**src/rtl/riscv_pkg.sv**
```systemverilog
// Shared core definitions for the RV32M multiply/divide unit: widths,
// funct3 encodings, FSM state type and operand-signedness helpers.
package riscv_pkg;

   localparam int XLEN  = 32;
   localparam int CNT_W = 6;

   localparam logic [2:0] F3_MUL    = 3'b000;
   localparam logic [2:0] F3_MULH   = 3'b001;
   localparam logic [2:0] F3_MULHSU = 3'b010;
   localparam logic [2:0] F3_MULHU  = 3'b011;
   localparam logic [2:0] F3_DIV    = 3'b100;
   localparam logic [2:0] F3_DIVU   = 3'b101;
   localparam logic [2:0] F3_REM    = 3'b110;
   localparam logic [2:0] F3_REMU   = 3'b111;

   typedef enum logic [1:0] {
      MD_IDLE  = 2'd0,
      MD_CALC  = 2'd1,
      MD_FIXUP = 2'd2,
      MD_DONE  = 2'd3
   } md_state_e;

   function automatic logic is_div_op(input logic [2:0] f3);
      return f3[2];
   endfunction

   function automatic logic op_a_signed(input logic [2:0] f3);
      return (f3 == F3_MULH) || (f3 == F3_MULHSU) || (f3 == F3_DIV) || (f3 == F3_REM);
   endfunction

   function automatic logic op_b_signed(input logic [2:0] f3);
      return (f3 == F3_MULH) || (f3 == F3_DIV) || (f3 == F3_REM);
   endfunction

endpackage

```
**src/rtl/muldiv_datapath.sv**
```systemverilog
// One-bit-per-cycle shift-add multiplier / restoring divider on operand
// magnitudes. The 64-bit acc holds {hi, lo}: product, or {remainder, quotient}.
module muldiv_datapath #(
   parameter int XLEN = 32
) (
   input  logic              clk,
   input  logic              rst_n,
   input  logic              load,
   input  logic              step,
   input  logic              is_div,
   input  logic [XLEN-1:0]   mag_a,
   input  logic [XLEN-1:0]   mag_b,
   output logic [2*XLEN-1:0] acc
);

   logic [2*XLEN-1:0] acc_reg;
   logic [2*XLEN-1:0] acc_next;
   logic [XLEN-1:0]   opb_reg;
   logic [XLEN:0]     add_sum;
   logic [XLEN:0]     rem_shift;
   logic [XLEN:0]     rem_diff;

   always_comb begin
      // Multiply: lo starts as the multiplier and is consumed LSB-first while
      // the partial product shifts in from the top.
      add_sum   = {1'b0, acc_reg[2*XLEN-1:XLEN]} + {1'b0, (acc_reg[0] ? opb_reg : {XLEN{1'b0}})};
      // Divide: remainder shifted left with the next dividend bit; bit XLEN of
      // the difference is the borrow, so it alone decides restore vs. keep.
      rem_shift = acc_reg[2*XLEN-1:XLEN-1];
      rem_diff  = rem_shift - {1'b0, opb_reg};
      acc_next  = acc_reg;
      if (load) begin
         acc_next = {{XLEN{1'b0}}, mag_a};
      end else if (step) begin
         if (is_div) begin
            if (!rem_diff[XLEN]) begin
               acc_next = {rem_diff[XLEN-1:0], acc_reg[XLEN-2:0], 1'b1};
            end else begin
               acc_next = {rem_shift[XLEN-1:0], acc_reg[XLEN-2:0], 1'b0};
            end
         end else begin
            acc_next = {add_sum, acc_reg[XLEN-1:1]};
         end
      end
   end

   always_ff @(posedge clk or negedge rst_n) begin
      if (!rst_n) begin
         acc_reg <= '0;
         opb_reg <= '0;
      end else begin
         acc_reg <= acc_next;
         if (load) begin
            opb_reg <= mag_b;
         end
      end
   end

   assign acc = acc_reg;

endmodule

```
**src/rtl/ex_muldiv_unit.sv**
```systemverilog
// EX-stage iterative RV32M unit: accepts an op from IDLE, iterates 32 cycles,
// applies signs in FIXUP and pulses done. Divide special cases finish at once.
import riscv_pkg::*;

module ex_muldiv_unit #(
   parameter int XLEN  = riscv_pkg::XLEN,
   parameter int CNT_W = riscv_pkg::CNT_W
) (
   input  logic            clk,
   input  logic            rst_n,
   input  logic            start,
   input  logic [2:0]      funct3,
   input  logic [XLEN-1:0] op_a,
   input  logic [XLEN-1:0] op_b,
   input  logic            flush,
   output logic [XLEN-1:0] result,
   output logic            done,
   output logic            busy,
   output logic            stall
);

   localparam logic [XLEN-1:0] MIN_NEG  = {1'b1, {(XLEN-1){1'b0}}};
   localparam logic [XLEN-1:0] ALL_ONES = {XLEN{1'b1}};
   localparam logic [CNT_W-1:0] LAST_ITER = CNT_W'(XLEN - 1);

   md_state_e         state_reg;
   logic [CNT_W-1:0]  cnt_reg;
   logic [2:0]        f3_reg;
   logic              neg_a_reg;
   logic              neg_b_reg;
   logic [XLEN-1:0]   result_reg;
   logic              done_reg;

   logic              accept;
   logic              neg_a;
   logic              neg_b;
   logic [XLEN-1:0]   mag_a;
   logic [XLEN-1:0]   mag_b;
   logic              div_zero;
   logic              div_ovf;
   logic [XLEN-1:0]   special_result;
   logic [2*XLEN-1:0] acc;
   logic [2*XLEN-1:0] prod;
   logic [XLEN-1:0]   quot;
   logic [XLEN-1:0]   rem;
   logic [XLEN-1:0]   fix_result;

   assign accept = (state_reg == MD_IDLE) && start && !flush;

   always_comb begin
      neg_a    = op_a_signed(funct3) && op_a[XLEN-1];
      neg_b    = op_b_signed(funct3) && op_b[XLEN-1];
      mag_a    = neg_a ? (~op_a + 1'b1) : op_a;
      mag_b    = neg_b ? (~op_b + 1'b1) : op_b;
      div_zero = is_div_op(funct3) && (op_b == '0);
      div_ovf  = ((funct3 == F3_DIV) || (funct3 == F3_REM)) &&
                 (op_a == MIN_NEG) && (op_b == ALL_ONES);
      // funct3[1] separates REM/REMU from DIV/DIVU
      special_result = '0;
      if (div_zero) begin
         special_result = funct3[1] ? op_a : ALL_ONES;
      end else if (div_ovf) begin
         special_result = funct3[1] ? '0 : MIN_NEG;
      end
   end

   muldiv_datapath #(
      .XLEN(XLEN)
   ) u_datapath (
      .clk    (clk),
      .rst_n  (rst_n),
      .load   (accept),
      .step   ((state_reg == MD_CALC) && !flush),
      .is_div (is_div_op(f3_reg)),
      .mag_a  (mag_a),
      .mag_b  (mag_b),
      .acc    (acc)
   );

   always_comb begin
      // The latched sign flags already encode MULHSU (neg_b is never set).
      prod = (neg_a_reg ^ neg_b_reg) ? (~acc + 1'b1) : acc;
      quot = (neg_a_reg ^ neg_b_reg) ? (~acc[XLEN-1:0] + 1'b1) : acc[XLEN-1:0];
      rem  = neg_a_reg ? (~acc[2*XLEN-1:XLEN] + 1'b1) : acc[2*XLEN-1:XLEN];
      case (f3_reg)
         F3_MUL:                       fix_result = prod[XLEN-1:0];
         F3_MULH, F3_MULHSU, F3_MULHU: fix_result = prod[2*XLEN-1:XLEN];
         F3_DIV, F3_DIVU:              fix_result = quot;
         default:                      fix_result = rem;
      endcase
   end

   always_ff @(posedge clk or negedge rst_n) begin
      if (!rst_n) begin
         state_reg  <= MD_IDLE;
         cnt_reg    <= '0;
         f3_reg     <= '0;
         neg_a_reg  <= 1'b0;
         neg_b_reg  <= 1'b0;
         result_reg <= '0;
         done_reg   <= 1'b0;
      end else begin
         done_reg <= 1'b0;
         if (flush) begin
            state_reg <= MD_IDLE;
         end else begin
            case (state_reg)
               MD_IDLE: begin
                  if (start) begin
                     f3_reg    <= funct3;
                     neg_a_reg <= neg_a;
                     neg_b_reg <= neg_b;
                     cnt_reg   <= '0;
                     if (div_zero || div_ovf) begin
                        result_reg <= special_result;
                        done_reg   <= 1'b1;
                        state_reg  <= MD_DONE;
                     end else begin
                        state_reg <= MD_CALC;
                     end
                  end
               end
               MD_CALC: begin
                  cnt_reg <= cnt_reg + 1'b1;
                  if (cnt_reg == LAST_ITER) begin
                     state_reg <= MD_FIXUP;
                  end
               end
               MD_FIXUP: begin
                  result_reg <= fix_result;
                  done_reg   <= 1'b1;
                  state_reg  <= MD_DONE;
               end
               default: begin
                  state_reg <= MD_IDLE;
               end
            endcase
         end
      end
   end

   assign result = result_reg;
   assign done   = done_reg;
   assign busy   = (state_reg == MD_CALC) || (state_reg == MD_FIXUP);
   assign stall  = accept || busy;

endmodule

```
**config.mk**
```make
export PLATFORM = sky130hd
export DESIGN_NAME = ex_muldiv_unit
export DESIGN_NICKNAME = d
export VERILOG_FILES = /design/src/rtl/riscv_pkg.sv /design/src/rtl/muldiv_datapath.sv /design/src/rtl/ex_muldiv_unit.sv
export SDC_FILE = /design/constraint.sdc
export NUM_CORES = 1
export LEC_CHECK = 0
export BUFFER_PORTS_ARGS = -buffer_cell sky130_fd_sc_hd__buf_2
export CAP_MARGIN = 15
export CORE_UTILIZATION = 60
export DETAILED_ROUTE_END_ITERATION = 10
export PLACE_DENSITY = 0.89
export SYNTH_ARGS = -nofsm -noshare
export SYNTH_HDL_FRONTEND = slang
export SYNTH_SLANG_ARGS = --single-unit
```
**constraint.sdc**
```tcl
create_clock -name clk -period 4.8 [get_ports clk]
set_input_delay 0.24 -clock clk [delete_from_list [all_inputs] [get_ports clk]]
set_output_delay 0.24 -clock clk [all_outputs]
set_load 0.01 [all_outputs]
```
==> results.json, run 1 <==
{
  "setup_viol_count_final": 0,
  "synthCells": 1852,
  "clk_pin_slew_ps": 70,
  "dieArea_um2": 24000,
  "detailroute.via_count": 15000,
  "clk_root_buffer_cell": "clkbuf_16",
  "asyncSetResetFlopFracSynth": 1.00,
  "detailedRoute.firstPassIterationCount": 9,
  "drv_slew": 0,
  "final.period_utilization": 0.888,
  "rsz_0062_raised_after_global_routing": "no",
  "timing.critical_path.required_ps": 5100,
  "startpoint": "u_datapath.acc[31]",
  "clk_latency_ps": 440,
  "routabilityCongestion": 1.02,
  "vdd_ir_drop_max_uv": 488,
  "cts_tree": "yes",
  "core-area_um2": 22800,
  "port_buffers": 105,
  "synth_top_cell_area_share": 0.253,
  "cap_violations": 0,
  "drive_gt1_frac": 0.107,
  "globalRouteOverflowTotal": 0,
  "synth_seq_area_share": 0.253,
  "synth_area_per_cell_um2": 7.59,
  "die_h_um": 155,
  "post_cts_buffers": 0,
  "overall_fraction_of_global_route_tracks_in_use": 0.386,
  "relSlewSlack": 0.276,
  "min_from": "funct3[0]",
  "drcViolationCount": 0,
  "cts.path.max_buffers": 2,
  "yosys_most_used_dff": "dfrtp_1",
  "synth_enable_flop_cells": 0,
  "cp_num_buf_inv": 3,
  "ys_top_cells_by_area": "dfrtp_1 25%, xnor2_1 6.9%, ha_1 6.6%",
  "grt_max_degree": 71,
  "routed_via_density": 6.78,
  "critPathKind": "flip-flop to flip-flop",
  "final.setup_skew_ps": 11.4,
  "timing_worst_slew_pin_value_ps": 1090,
  "power.static_leakage_nw": 6.66,
  "clkSinkCount": 142,
  "mappedNetlistArea_um2": 14100,
  "critical_path.slowest_cell": "dfrtp_1",
  "post_detail_place_hpwl_mm": 33.8,
  "final_core_utilization": 0.676,
  "final.setup.tns_ps": 0,
  "layout.nets": 2039,
  "syn-num-nets": 1999,
  "critPathLaunchType": "flip-flop",
  "wirelength_mm": 46.3,
  "cp_cell_sequence": "inv_1 -> ha_1 -> fa_1 -> nand2b_1 -> a21o_1 -> a311oi_1 -> o21ai_1 -> a211o_1 -> a21oi_1 -> xor2_4 -> buf_4 -> buf_4 -> mux2i_1 -> o21ai_0",
  "worst_path_largest_cell_delay_ps": 460,
  "core.rowCount": 55,
  "crit_top_cell": "buf_4",
  "pwr_density_cell_nw_per_um2": 833,
  "synth_area_leader_cell": "dfrtp_1",
  "area.growth.synth_to_final_pct": 9.63,
  "final-hold-violation-count": 0,
  "number_of_buffers_added_by_the_clock_tree_synthesis_step": 17,
  "status": "finished, final reports clean",
  "final_period_minus_worst_setup_slack_ps": 4260,
  "crit_path_end_kind": "flip-flop",
  "antenna_cells": 0,
  "synthesis.yosys.warnings": 0,
  "worst-path-max-fanout": 36,
  "ant_nets": 0,
  "timing.critical_path.arrival_ps": 4560,
  "rr_startpoint": "u_datapath.acc[31]",
  "final.fill_count": 1823,
  "initial_antenna_violation_count": 1,
  "avgRoutedWirePerCell_um": 20.9,
  "synth-seq-cells": 142,
  "initial_cell_density_of_the_core": 0.617,
  "grt_pass1_vias": 13700,
  "drt_iter0_markers": 2387,
  "ys_types": 79,
  "die_width_um": 155,
  "ioPinCount": 106,
  "achievable-frequency_mhz": 235,
  "largest_reg_flops": 64,
  "htreeDepth": 4,
  "hold_class": "input pin to flip-flop",
  "critical_path.top_delay_family": "compound AO/OA/AOI/OAI gates",
  "wire_length_of_the_first_global_routing_pass_mm": 73.1
}
[cells by family after synthesis]
kind of cell | Yosys count | share of synthesized area
AND/OR/NAND/NOR | 579 | 0.193
XOR/XNOR | 193 | 0.120
multiplexers | 59 | 0.0427
AO/OA/AOI/OAI | 610 | 0.268
adder cells (fa/ha/maj) | 76 | 0.0687
flip-flops | 142 | 0.253
buffers and inverters | 193 | 0.0536
[metrics by stage]
| stage | instances | setup slack [ps] | power (W) | cell area (um2) | hold WS, ps |
|---|---|---|---|---|---|
| finish | 2218 | 538 | 0.0128 | 15400 | 81.1 |
| global route | 2218 | 285 | 0.0136 | 15400 | 89.3 |
| CTS | 2218 | 640 | 0.0125 | 15400 | 75.3 |
| detailed placement | 2185 | 718 | 0.0110 | 14800 | 249 |
| global placement | 2185 | 938 | 0.0108 | 14800 | 253 |
| floorplan | 1852 | 1290 | 0.00876 | 14100 | -55.6 |
[power breakdown]
group	total (W)	switching (W)	internal, W
Combinational	0.00876	0.00536	0.00340
Clock	0.00140	0.000609	0.000792
Sequential	0.00267	0.000922	0.00175
Total	0.0128	0.00689	0.00594
[cells in the final DEF, fill, tap and decap left out, drive strengths merged, types with 7 or more instances in the layout]
cell type / synthesis / final
nor2: 213 / 213
o21ai: 184 / 184
a21oi: 159 / 159
nand2: 144 / 144
dfrtp: 142 / 142
buf: 19 / 137
xnor2: 111 / 111
xor2: 82 / 82
inv: 75 / 81
ha: 74 / 74
mux2i: 54 / 54
a211oi: 43 / 43
nor3: 41 / 41
a31oi: 37 / 37
a21o: 33 / 33
nand2b: 26 / 26
nand3: 24 / 24
a22oi: 24 / 24
o31ai: 21 / 21
nand4: 20 / 20
o22ai: 20 / 20
clkbuf: 98 / 19
nor4: 19 / 19
nor2b: 18 / 18
or3: 17 / 17
and2: 13 / 13
or2: 13 / 13
or4: 12 / 12
o41ai: 9 / 9
and3: 8 / 8
o21bai: 8 / 8
o21a: 7 / 7
a221oi: 7 / 7
[worst reg2reg max path, delay by kind of cell, from the launching register on]
family	cells	cell delay, ps
muxes	1	200
adders and majority gates	2	620
DFF	1	460
xor gates and xnor gates	1	160
buffers and inverters	3	790
and+or+nand+nor	1	210
AOI/OAI and AO/OA	6	1690
[worst paths after layout]
kind | to | slack [ps] | cells after the start
max | u_datapath.acc[49] | 540 | 14
min | f3_reg[0] | 80 | 3
max in group asynchronous | result[30] | 3380 | 3
min in group asynchronous | u_datapath.opb_reg[15] | 330 | 2
max reg2reg | u_datapath.acc[49] | 540 | 14
min reg2reg | u_datapath.opb_reg[9] | 480 | 2
[final cells by class]
class	instances	area [um2]	area share
clock buffer	19	443	0.0288
inverter	76	285	0.0185
multi-input combinational	1517	9800	0.636
timing repair buffer	138	782	0.0508
sequential	142	3550	0.231
tap	313	392	0.0254
clock inverter	13	153	0.00991
[cells in the mapped netlist (all sizes together) (17+ instances only)]
cell	number
nor2	213
o21ai	184
a21oi	159
nand2	144
dfrtp	142
xnor2	111
clkbuf	98
xor2	82
inv	75
ha	74
mux2i	54
a211oi	43
nor3	41
a31oi	37
a21o	33
nand2b	26
a22oi	24
nand3	24
o31ai	21
nand4	20
o22ai	20
buf	19
nor4	19
nor2b	18
or3	17
[repair_timing]
item / in CTS / in global routing
hold endpoints to repair: 55 / 0
resized for setup: 0 / 0
hold buffers: 1 / 0
[metal layers]
metal	part of all wire	GRT usage	wire, um
met1	0.40	0.534	18800
met2	0.43	0.573	19900
met3	0.12	0.0911	5660
met4	0.043	0.166	1970
met5	0	0	0
(Power assumes the default switching activity.)
==> inputs of run 2 (changes only) <==
Settings changed: BUFFER_PORTS_ARGS -buffer_cell sky130_fd_sc_hd__buf_2 to -buffer_cell sky130_fd_sc_hd__buf_4.
==> results.json, run 2 (synthesis results as in run 1) <==
{
  "wire_length_of_the_first_global_routing_pass_mm": 73.6,
  "detailroute.via_count": 14900,
  "clk_latency_ps": 450,
  "critical_path.slowest_cell": "a41oi_1",
  "initial_antenna_violation_count": 0,
  "power.share.clock": 0.106,
  "final-hold-violation-count": 0,
  "die_width_um": 155,
  "ioPinCount": 106,
  "critPathKind": "flip-flop to flip-flop",
  "ant_nets": 0,
  "dieArea_um2": 24000,
  "grt_max_degree": 98,
  "post_cts_buffers": 0,
  "final_period_minus_worst_setup_slack_ps": 4190,
  "gr-max-usage-layer": "met2",
  "power.share.combinational": 0.683,
  "cts.path.max_buffers": 2,
  "drv_slew": 0,
  "power.static_leakage_nw": 6.75,
  "final.period_utilization": 0.873,
  "final.setup.tns_ps": 0,
  "antenna_cells": 0,
  "ff2ff_setup_slack_ps": 610,
  "globalRouteOverflowTotal": 0,
  "avgRoutedWirePerCell_um": 21.1,
  "worst-path-max-fanout": 17,
  "layout_setup_ws_ps": 609,
  "status": "finished, final reports clean",
  "setup_viol_count_final": 0,
  "power.share.sequential": 0.211,
  "wirelength_mm": 46.7,
  "grt_pass1_vias": 14000,
  "timing.critical_path.required_ps": 5120,
  "timing_worst_slew_pin_value_ps": 1180,
  "clkSinkCount": 142,
  "vdd_ir_drop_max_uv": 473,
  "number_of_buffers_added_by_the_clock_tree_synthesis_step": 17,
  "cp_num_buf_inv": 2,
  "grtUsageMet2": 0.580,
  "p_sw_frac": 0.539,
  "routabilityCongestion": 1.02,
  "achievable-frequency_mhz": 239,
  "intPower_w": 0.00596,
  "cts_tree": "yes",
  "routed_via_density": 6.73,
  "rsz_0062_raised_after_global_routing": "no",
  "core-area_um2": 22800,
  "report.power.total_w": 0.0129,
  "initial_cell_density_of_the_core": 0.617,
  "htreeDepth": 4,
  "hold_class": "input pin to flip-flop",
  "gr-usage-met1": 0.531,
  "drive_gt1_frac": 0.106,
  "clk_root_buffer_cell": "clkbuf_16",
  "met3_global_route_usage": 0.104,
  "largest_reg_flops": 64,
  "drt_iter0_markers": 2194,
  "min_from": "funct3[2]",
  "critPathLaunchType": "flip-flop",
  "pwr_density_cell_nw_per_um2": 826,
  "core.rowCount": 55,
  "detailedRoute.firstPassIterationCount": 6,
  "rr_startpoint": "u_datapath.acc[0]",
  "area.growth.synth_to_final_pct": 11.3,
  "post_detail_place_hpwl_mm": 34.1,
  "drcViolationCount": 0,
  "placement.setup.worst_slack_ps": 773,
  "most_frequent_standard_cell_in_the_layout_excluding_fill_and_tap_cells": "nor2_1",
  "crit_path_end_kind": "flip-flop",
  "total_switching_power_w": 0.00695,
  "die_h_um": 155,
  "final.setup_skew_ps": 13.1,
  "final.fill_count": 1851,
  "cp_cell_sequence": "inv_1 -> buf_4 -> nor2_1 -> ha_1 -> a21o_1 -> a31oi_1 -> a211oi_1 -> a2111o_1 -> a41oi_1 -> o41ai_1 -> a2111oi_0 -> a211o_1 -> o21ai_0",
  "port_buffers": 105,
  "critical_path.top_delay_family": "compound AO/OA/AOI/OAI gates",
  "layout.nets": 2037,
  "worst_path_largest_cell_delay_ps": 520,
  "cap_violations": 0,
  "clk_pin_slew_ps": 70,
  "most-common-layout-cells": "212 x nor2_1, 181 x o21ai_0, 158 x a21oi_1",
  "overall_fraction_of_global_route_tracks_in_use": 0.389,
  "relSlewSlack": 0.212,
  "timing.critical_path.arrival_ps": 4510,
  "startpoint": "u_datapath.acc[0]"
}
-- run 2: cell count changes in the layout (fill, tap and decap cells not counted), sizes merged --
cell / delta
clkinvlp: -4
inv: +1
clkinv: +6
bufinv: -1
clkbuf: -2
buf: -2
-- run 2: power groups by stage --
| stage | registers (W) | logic [W] | clock network, W |
|---|---|---|---|
| global placement | 0.00265 | 0.00821 | 0 |
| finish | 0.00272 | 0.00882 | 0.00137 |
| CTS | 0.00267 | 0.00850 | 0.00135 |
| detailed placement | 0.00268 | 0.00839 | 0 |
| global route | 0.00278 | 0.00953 | 0.00140 |
| floorplan | 0.00222 | 0.00653 | 0 |
-- run 2: worst register-to-register path, cell delays in order, from the launching register on --
cell and delay (ps):
dfrtp_1 480, inv_1 490, buf_4 350, nor2_1 80, ha_1 360, a21o_1 200, a31oi_1 140, a211oi_1 100
a2111o_1 460, a41oi_1 520, o41ai_1 190, a2111oi_0 470, a211o_1 160, o21ai_0 80
-- run 2: stage by stage --
step / instance area (um2) / std cells / hold WS (ps) / util
after floorplan: 14100 / 1852 / -55.6 / -
after global placement: 15000 / 2183 / 395 / 0.661
after detailed placement: 15000 / 2183 / 399 / 0.661
after CTS: 15600 / 2216 / 44.7 / 0.687
after global routing: 15600 / 2216 / 44.5 / 0.687
final: 15600 / 2216 / 46.2 / 0.687
-- run 2: worst paths after layout --
kind,to,cells past startpoint
min,f3_reg[2],3
max reg2reg,u_datapath.acc[63],13
max in group asynchronous,result[29],3
max,u_datapath.acc[63],13
min in group asynchronous,u_datapath.opb_reg[15],2
min reg2reg,u_datapath.opb_reg[16],2
-- run 2: layout make-up --
cell class	count	area (um2)	share of cell area
Clock buffer	17	425	0.0272
Clock inverter	15	156	0.0100
Inverter	76	285	0.0182
Multi-Input combinational cell	1517	9800	0.627
Sequential cell	142	3550	0.227
Tap cell	313	392	0.0250
Timing Repair Buffer	136	1030	0.0657
-- run 2: timing repair --
item / 4_1_cts / 5_1_grt
hold endpoints to repair: 96 / 0
resized for setup: 0 / 0
hold buffers: 1 / 0
-- run 2: metal layers --
layer	vias up	part of all wire
met3	166	0.13
met5	-	0
met4	0	0.042
met2	1009	0.43
met1	7009	0.40
li1	6739	-
